## src/rtl/intr_arbiter_if.sv

```systemverilog
// Event/interrupt bus between the interrupt arbiter and its environment.
// The slave side is the arbiter; the master side drives events, the mask and the CPU ack.
interface intr_arbiter_if #(
    parameter int unsigned NUM_SRC = 4
) ();
    logic [NUM_SRC-1:0] src;
    logic [NUM_SRC-1:0] mask;
    logic               intr_ack;
    logic               interrupt;
    logic [2:0]         intr_id;
    logic [NUM_SRC-1:0] pending;

    modport master (
        output src, mask, intr_ack,
        input  interrupt, intr_id, pending
    );

    modport slave (
        input  src, mask, intr_ack,
        output interrupt, intr_id, pending
    );
endinterface

```

## src/rtl/intr_arbiter.sv

```systemverilog
// Serializes up to NUM_SRC edge events onto one CPU interrupt line by fixed priority
// (index 0 highest), with an ack timeout and a forced low gap between interrupts.
module intr_arbiter #(
    parameter int unsigned NUM_SRC = 4,
    parameter int unsigned ACK_TMO = 64,
    parameter int unsigned GAP     = 8
) (
    input  logic           clk,
    input  logic           rst,
    intr_arbiter_if.slave  bus
);
    localparam int unsigned ID_W  = 3;
    localparam int unsigned CNT_W = 8;

    typedef enum logic [1:0] {
        IDLE   = 2'd0,
        ASSERT = 2'd1,
        GAP_ST = 2'd2
    } state_t;

    logic [NUM_SRC-1:0] sync1_q, sync2_q, prev_q;
    logic [NUM_SRC-1:0] pending_q, pending_d;
    logic [NUM_SRC-1:0] rise_c, eligible_c, clr_c;
    logic [ID_W-1:0]    sel_c;
    logic [ID_W-1:0]    intr_id_q;
    logic [CNT_W-1:0]   cnt_q;
    logic               interrupt_q;
    state_t             state_q;

    assign rise_c     = sync2_q & ~prev_q;
    assign eligible_c = pending_q & bus.mask;

    // Lowest eligible index wins; iterate downward so the last hit is the lowest.
    always_comb begin
        sel_c = '0;
        for (int i = NUM_SRC - 1; i >= 0; i--) begin
            if (eligible_c[i]) sel_c = ID_W'(i);
        end
    end

    // Ack only clears the source currently being signalled; a same-cycle rise still sets it.
    always_comb begin
        clr_c = '0;
        if (state_q == ASSERT && bus.intr_ack) begin
            for (int i = 0; i < NUM_SRC; i++) begin
                if (intr_id_q == ID_W'(i)) clr_c[i] = 1'b1;
            end
        end
    end

    assign pending_d = (pending_q & ~clr_c) | rise_c;

    always_ff @(posedge clk or posedge rst) begin
        if (rst) begin
            sync1_q   <= '0;
            sync2_q   <= '0;
            prev_q    <= '0;
            pending_q <= '0;
        end else begin
            sync1_q   <= bus.src;
            sync2_q   <= sync1_q;
            prev_q    <= sync2_q;
            pending_q <= pending_d;
        end
    end

    always_ff @(posedge clk or posedge rst) begin
        if (rst) begin
            state_q     <= IDLE;
            cnt_q       <= '0;
            interrupt_q <= 1'b0;
            intr_id_q   <= '0;
        end else begin
            case (state_q)
                IDLE: begin
                    if (eligible_c != '0) begin
                        state_q     <= ASSERT;
                        intr_id_q   <= sel_c;
                        interrupt_q <= 1'b1;
                        cnt_q       <= '0;
                    end else begin
                        interrupt_q <= 1'b0;
                    end
                end
                ASSERT: begin
                    if (bus.intr_ack || cnt_q == CNT_W'(ACK_TMO - 1)) begin
                        state_q     <= GAP_ST;
                        interrupt_q <= 1'b0;
                        cnt_q       <= '0;
                    end else begin
                        cnt_q <= cnt_q + CNT_W'(1);
                    end
                end
                GAP_ST: begin
                    interrupt_q <= 1'b0;
                    if (cnt_q == CNT_W'(GAP - 1)) begin
                        state_q <= IDLE;
                        cnt_q   <= '0;
                    end else begin
                        cnt_q <= cnt_q + CNT_W'(1);
                    end
                end
                default: begin
                    state_q     <= IDLE;
                    interrupt_q <= 1'b0;
                    cnt_q       <= '0;
                end
            endcase
        end
    end

    assign bus.interrupt = interrupt_q;
    assign bus.intr_id   = intr_id_q;
    assign bus.pending   = pending_q;
endmodule

```

## src/flat_wrapper.sv

```systemverilog
// flat-port wrapper written by rule: the top's interface ports become plain ports
module intr_arbiter_flat 
#(
    parameter int unsigned NUM_SRC = 4,
    parameter int unsigned ACK_TMO = 64,
    parameter int unsigned GAP     = 8
)
  (clk, rst, bus_src, bus_mask, bus_intr_ack, bus_interrupt, bus_intr_id, bus_pending);
  intr_arbiter_if #(.NUM_SRC(NUM_SRC)) bus_i ();
  input  logic clk;
  input  logic rst;
  input wire logic [$bits(bus_i.src)-1:0] bus_src;
  input wire logic [$bits(bus_i.mask)-1:0] bus_mask;
  input wire logic [$bits(bus_i.intr_ack)-1:0] bus_intr_ack;
  output wire logic [$bits(bus_i.interrupt)-1:0] bus_interrupt;
  output wire logic [$bits(bus_i.intr_id)-1:0] bus_intr_id;
  output wire logic [$bits(bus_i.pending)-1:0] bus_pending;
  assign bus_i.src = bus_src;
  assign bus_i.mask = bus_mask;
  assign bus_i.intr_ack = bus_intr_ack;
  assign bus_interrupt = bus_i.interrupt;
  assign bus_intr_id = bus_i.intr_id;
  assign bus_pending = bus_i.pending;
  intr_arbiter #(.NUM_SRC(NUM_SRC), .ACK_TMO(ACK_TMO), .GAP(GAP)) u_core (.clk(clk), .rst(rst), .bus(bus_i));
endmodule
```

## config.mk

```make
export PLATFORM = sky130hd
export DESIGN_NAME = intr_arbiter_flat
export DESIGN_NICKNAME = d
export VERILOG_FILES = /design/src/rtl/intr_arbiter_if.sv /design/src/rtl/intr_arbiter.sv /design/src/flat_wrapper.sv
export SDC_FILE = /design/constraint.sdc
export NUM_CORES = 1
export LEC_CHECK = 0
export BUFFER_PORTS_ARGS = -buffer_cell sky130_fd_sc_hd__buf_2
export CORE_UTILIZATION = 55
export DETAILED_ROUTE_END_ITERATION = 8
export PLACE_DENSITY = 0.78
export SYNTH_ARGS = -nofsm -noshare
export SYNTH_HDL_FRONTEND = slang
export SYNTH_SLANG_ARGS = --single-unit
```

## constraint.sdc

```tcl
create_clock -name clk -period 2.25 [get_ports clk]
set_clock_uncertainty 0.1 [all_clocks]
set_input_delay 0.45 -clock clk [delete_from_list [all_inputs] [get_ports clk]]
set_output_delay 0.45 -clock clk [all_outputs]
set_load 0.01 [all_outputs]
```

* Word-level counts from Yosys, hierarchy flattened
Index checks and enable logic that the tools add are counted. W data, S select, Z words.
Word-level totals: memories kept 0, RAM bits 0, bits in registers 30, input bits 11, output and inout port bits 8, ROM bits 0, latch bits 0
Cells by class: shift operators 0, equality and inequality tests 10, divide/modulo/power cells 0, bitwise gates (word level) 6, reductions and logical operators 7, multipliers 0, $add $sub $neg 1, magnitude comparators 0, mux-type cells 20
Operator list (number):
- $mux W8 | 3
- $pmux W8 S3 | 1
- $mux W2 | 7
- $and A4 B4 Y4 | 3
- $add A8 B1 Y8 const B | 1
- $eq A8 B3 Y1 const B | 1
- $eq A8 B6 Y1 const B | 1
- $not A4 Y4 | 2
- $eq A3 B2 Y1 const B | 2
- $mux W1 | 6
- $pmux W2 S3 | 1
- $mux W4 | 1
- $ne A2 B1 Y1 const B | 2
- $or A4 B4 Y4 | 1
- $reduce_bool A4 Y1 | 1
- $eq A3 B1 Y1 const B | 1
- $logic_not A3 Y1 | 1
- $reduce_and A3 Y1 | 1
- $eq A2 B1 Y1 const B | 1
- $eq A2 B2 Y1 const B | 1
- $logic_not A2 Y1 | 1
- $ne A2 B2 Y1 const B | 1
- $pmux W1 S2 | 1
- $reduce_and A2 Y1 | 1
- 2 further kinds | 2

* Longest topological paths before layout
word-level depth 6, depth in mapped cells 6, mapped depth without buffers 6

* Worst setup path after synthesis
Ideal clock, no wire load.
kind reg-to-reg, from register u_core.state_q[0], to register u_core.state_q[0], buffers on the path 1, cell stages (with the launch flop) 7, data arrival time 1.656 ns, setup slack 0.369 ns, period minus slack after synthesis 1.881 ns, cell sequence dfrtp_1 inv_1 ha_1 and3_1 clkbuf_1 or3_4 mux2_4
On the way: cells in the longest elaborated chain, start to end 3, elaborated cells between the ends (all ways) 8
RTL lines:
- from (decl) | RTL line intr_arbiter.sv:28 | state_t state_q;
- from (signal assigned) | RTL line intr_arbiter.sv:69 | state_q <= IDLE;
- from (signal assigned) | RTL line intr_arbiter.sv:77 | state_q <= ASSERT;
- from (signal assigned) | RTL line intr_arbiter.sv:87 | state_q <= GAP_ST;
- $eq A2 B1 Y1 (tied with other cells) | RTL line intr_arbiter.sv:74 | case (state_q)
- $ne A2 B2 Y1 (no line) / $ne A2 B1 Y1 (equally long branches)
- $reduce_and A3 Y1 (no line)
Parallel ways exist; a longest one is shown, timed or not. A chain may end at the register's enable or synchronous reset.

* Worst setup path in the final report
from register u_core.cnt_q[0], to register u_core.state_q[1]
On the way: cells in the longest elaborated chain, start to end 4, elaborated cells between the ends (all ways) 6
RTL lines:
- from (decl) | RTL line intr_arbiter.sv:26 | logic [CNT_W-1:0] cnt_q;
- from (signal assigned) | RTL line intr_arbiter.sv:91 | cnt_q <= cnt_q + CNT_W'(1);
- from (signal assigned) | RTL line intr_arbiter.sv:100 | cnt_q <= cnt_q + CNT_W'(1);
- $eq A8 B6 Y1 | RTL line intr_arbiter.sv:86 | if (bus.intr_ack || cnt_q == CNT_W'(ACK_TMO - 1)) begin
- $logic_or A1 B1 Y1 | RTL line intr_arbiter.sv:86
- $ne A2 B2 Y1 (no line)
- $reduce_and A3 Y1 (no line) (*)
- to (signal assigned) | RTL line intr_arbiter.sv:87
- to (signal assigned) | RTL line intr_arbiter.sv:97 | state_q <= IDLE;
- to (signal assigned) | RTL line intr_arbiter.sv:104 | state_q <= IDLE;
Mark *: on every way between the ends. The rest lies on a longest branch, timed or not.

==> metrics.cfg <==
[outcome]
run_status = complete, no violations

[logic_synthesis]
post_synth_inst_count = 125
synth.yosys.seq_area_share = 0.548
dominantRegCellSynth = sky130_fd_sc_hd__dfrtp_1
synthesis.nets = 141
yosys-top-cells-area = sky130_fd_sc_hd__dfrtp_1 (55%), sky130_fd_sc_hd__o21ai_0 (5.7%), sky130_fd_sc_hd__nand2_1 (5.4%)
yosys_register_bits = 29
syn_area_mm2 = 0.00133
synthesis.yosys.warnings = 0
asyncSetResetFlopFracSynth = 1.00
syn_area_per_cell_um2 = 10.6
ys_types = 32
synth_enable_flop_cells = 0
synth.top_cell.area_share = 0.548
synth_area_leader_cell = sky130_fd_sc_hd__dfrtp_1

[cts]
worstSkewPairLatency_ns = 0.34
cts-buffers-inserted = 5
tritoncts = yes
clkTransAtPathRegs_ns = 0.09
cts_hold_buf = 0
post_cts_setup_buffer_count = 0
cts.htree.levels = 2
cts-root-to-sink-buffers = 2
clock-sinks = 29
cts_root_buffer = sky130_fd_sc_hd__clkbuf_4
ctsResizeCount = 0

[timing]
timing.setup.tns_ns = 0
setup_viol = 0
tightestPinTransition_ns = 0.521
rsz0062_at_grt = no
timing_hold_violations_final = 0
report.final.slew_viol_count = 0
slew_headroom = 0.648
final_min_period_over_clock_period = 0.891
final.hold.worst_slack_ns = 0.0581
final_period_minus_worst_setup_slack_ns = 2.01
maximum_clock_frequency_mhz = 499

[critical_path]
required_ns = 2.37
reg2reg_from = u_core.cnt_q[0]
worstPathMaxFanout = 7
worstSetupPathType = reg2reg
critPathCaptureType = flop
worst_reg2reg_path_endpoint = u_core.state_q[1]
reg2reg_slack_ns = 0.24
startpoint_type = flop
critical_path_arrival_ns = 2.12
r2r.worst_path.cells = 4

[power]
vdd_drop_max_mv = 0.627
power.static_leakage_nw = 0.677
power.density_cell_area_mw_per_mm2 = 1000

[route]
drc = 0
detailedRoute.firstPassIterationCount = 4
detail-route-antenna-nets = 0
route.detailed.wl_per_inst_um = 14.1
drt_iter0_markers = 27
route.final.wire_length_mm = 2.48
route.detailed.vias_per_inst = 5.68
num_vias = 1000

[final_layout]
antennaDiodeCount = 0
area_growth_pct = 13.4
layout.cells.most_common = sky130_fd_sc_hd__dfrtp_1
filler_cell_count = 181
fin_nets = 164
layout.cell_area.non_filler_mm2 = 0.00150
postLayoutCoreUtil = 0.673
final_cells = 176
most_used_cells_in_the_layout_excluding_fill_and_tap_cells = sky130_fd_sc_hd__dfrtp_1 (29), sky130_fd_sc_hd__nand2_1 (19), sky130_fd_sc_hd__buf_2 (17)
share_of_final_layout_standard_cells_stronger_than_drive_strength_1 = 0.216

[die]
fp.dieW_um = 51.1
core.rowCount = 17
start_util = 0.593
core_region_area_mm2 = 0.00223
chipHeight_um = 51.1
boundaryPins = 19
die_area_mm2 = 0.00261

[run]
cap_violations = 0

[placed_design]
routabilityCongestion = 0.861
placedInstanceArea_mm2 = 0.00144
io_buffers = 17
detailedPlacementHpwl_mm = 1.72
place_inst = 169

[grt]
pin_count_of_the_biggest_net_entering_global_routing = 30
grt_pass1_vias = 937
grt_antenna_before_repair = 0
grt_pass1_wl_mm = 4.25
globalRoute.totalOverflow = 0
track_usage = 0.237

[worst_hold_path]
worst_hold_path_type = in2async

registers in the layout, summed over array words and instances (netlist names):
signal and count:
u_core.sync1_q 4, u_core.sync2_q 4, u_core.bus.interrupt 1, u_core.bus.pending 4, u_core.bus.intr_id 2, u_core.cnt_q 8, u_core.state_q 2, u_core.prev_q 4
Yosys cell counts (all sizes together), types with 2 or more instances:
cell / n
o21ai: 16
and3: 2
nor2: 4
ha: 5
mux2: 3
inv: 10
or3: 3
nand2: 19
a22oi: 2
a41oi: 2
nor3: 2
nand2b: 2
o2111ai: 5
o211ai: 4
nand3: 6
buf: 2
dfrtp: 29
where the power goes:
part | internal, mW | switching [mW] | leakage (nW)
sequential | 0.609 | 0.0701 | 0.350
clock | 0.146 | 0.178 | 0.0303
combinational | 0.217 | 0.289 | 0.297
how the worst max path moves through the flow:
stage | start | end | slack [ns]
floorplan | u_core.state_q[0] | u_core.state_q[0] | 0.37
global placement | u_core.cnt_q[0] | u_core.state_q[1] | 0.39
detailed placement | u_core.cnt_q[0] | u_core.state_q[1] | 0.29
CTS | u_core.cnt_q[0] | u_core.state_q[0] | 0.26
global route | u_core.cnt_q[0] | u_core.cnt_q[5] | 0.14
finish | u_core.cnt_q[0] | u_core.state_q[1] | 0.24
kinds of logic after synthesis:
logic type               count (synthesis)  synth area share
AO/OA/AOI/OAI                           33             0.177
adder cells (fa/ha/maj)                  5            0.0472
flip-flops                              29             0.548
other                                    1           0.00283
AND/OR/NAND/NOR                         41             0.154
buffers and inverters                   13            0.0406
multiplexers                             3            0.0312
worst max-delay path, stage by stage, from the launching register on:
cell and delay, ns:
sky130_fd_sc_hd__dfrtp_1 0.39, sky130_fd_sc_hd__ha_1 0.34, sky130_fd_sc_hd__a41oi_1 0.31, sky130_fd_sc_hd__or3_4 0.44, sky130_fd_sc_hd__mux2_4 0.31
routing by layer:
metal / part of all wire / global-route usage
met5: 0 / 0
met4: 0.023 / 0.125
met3: 0.064 / 0.0982
met2: 0.46 / 0.357
met1: 0.45 / 0.290
cell type report:
class / instances / area [µm²] / share of cell area
clock inverters: 1 / 7.51 / 0.00500
multi-input cells: 83 / 546 / 0.363
inverters: 10 / 37.5 / 0.0250
clock buffers: 6 / 51.3 / 0.0341
repair buffers: 19 / 100 / 0.0666
well taps: 28 / 35.0 / 0.0233
flip-flops and latches: 29 / 726 / 0.483
through the flow:
step	setup slack, ns	power, mW
after global routing	0.141	1.62
after detailed placement	0.288	1.19
after CTS	0.262	1.52
after floorplan	0.369	1.03
after global placement	0.387	1.16
final	0.245	1.51
(Power assumes the default switching activity.)
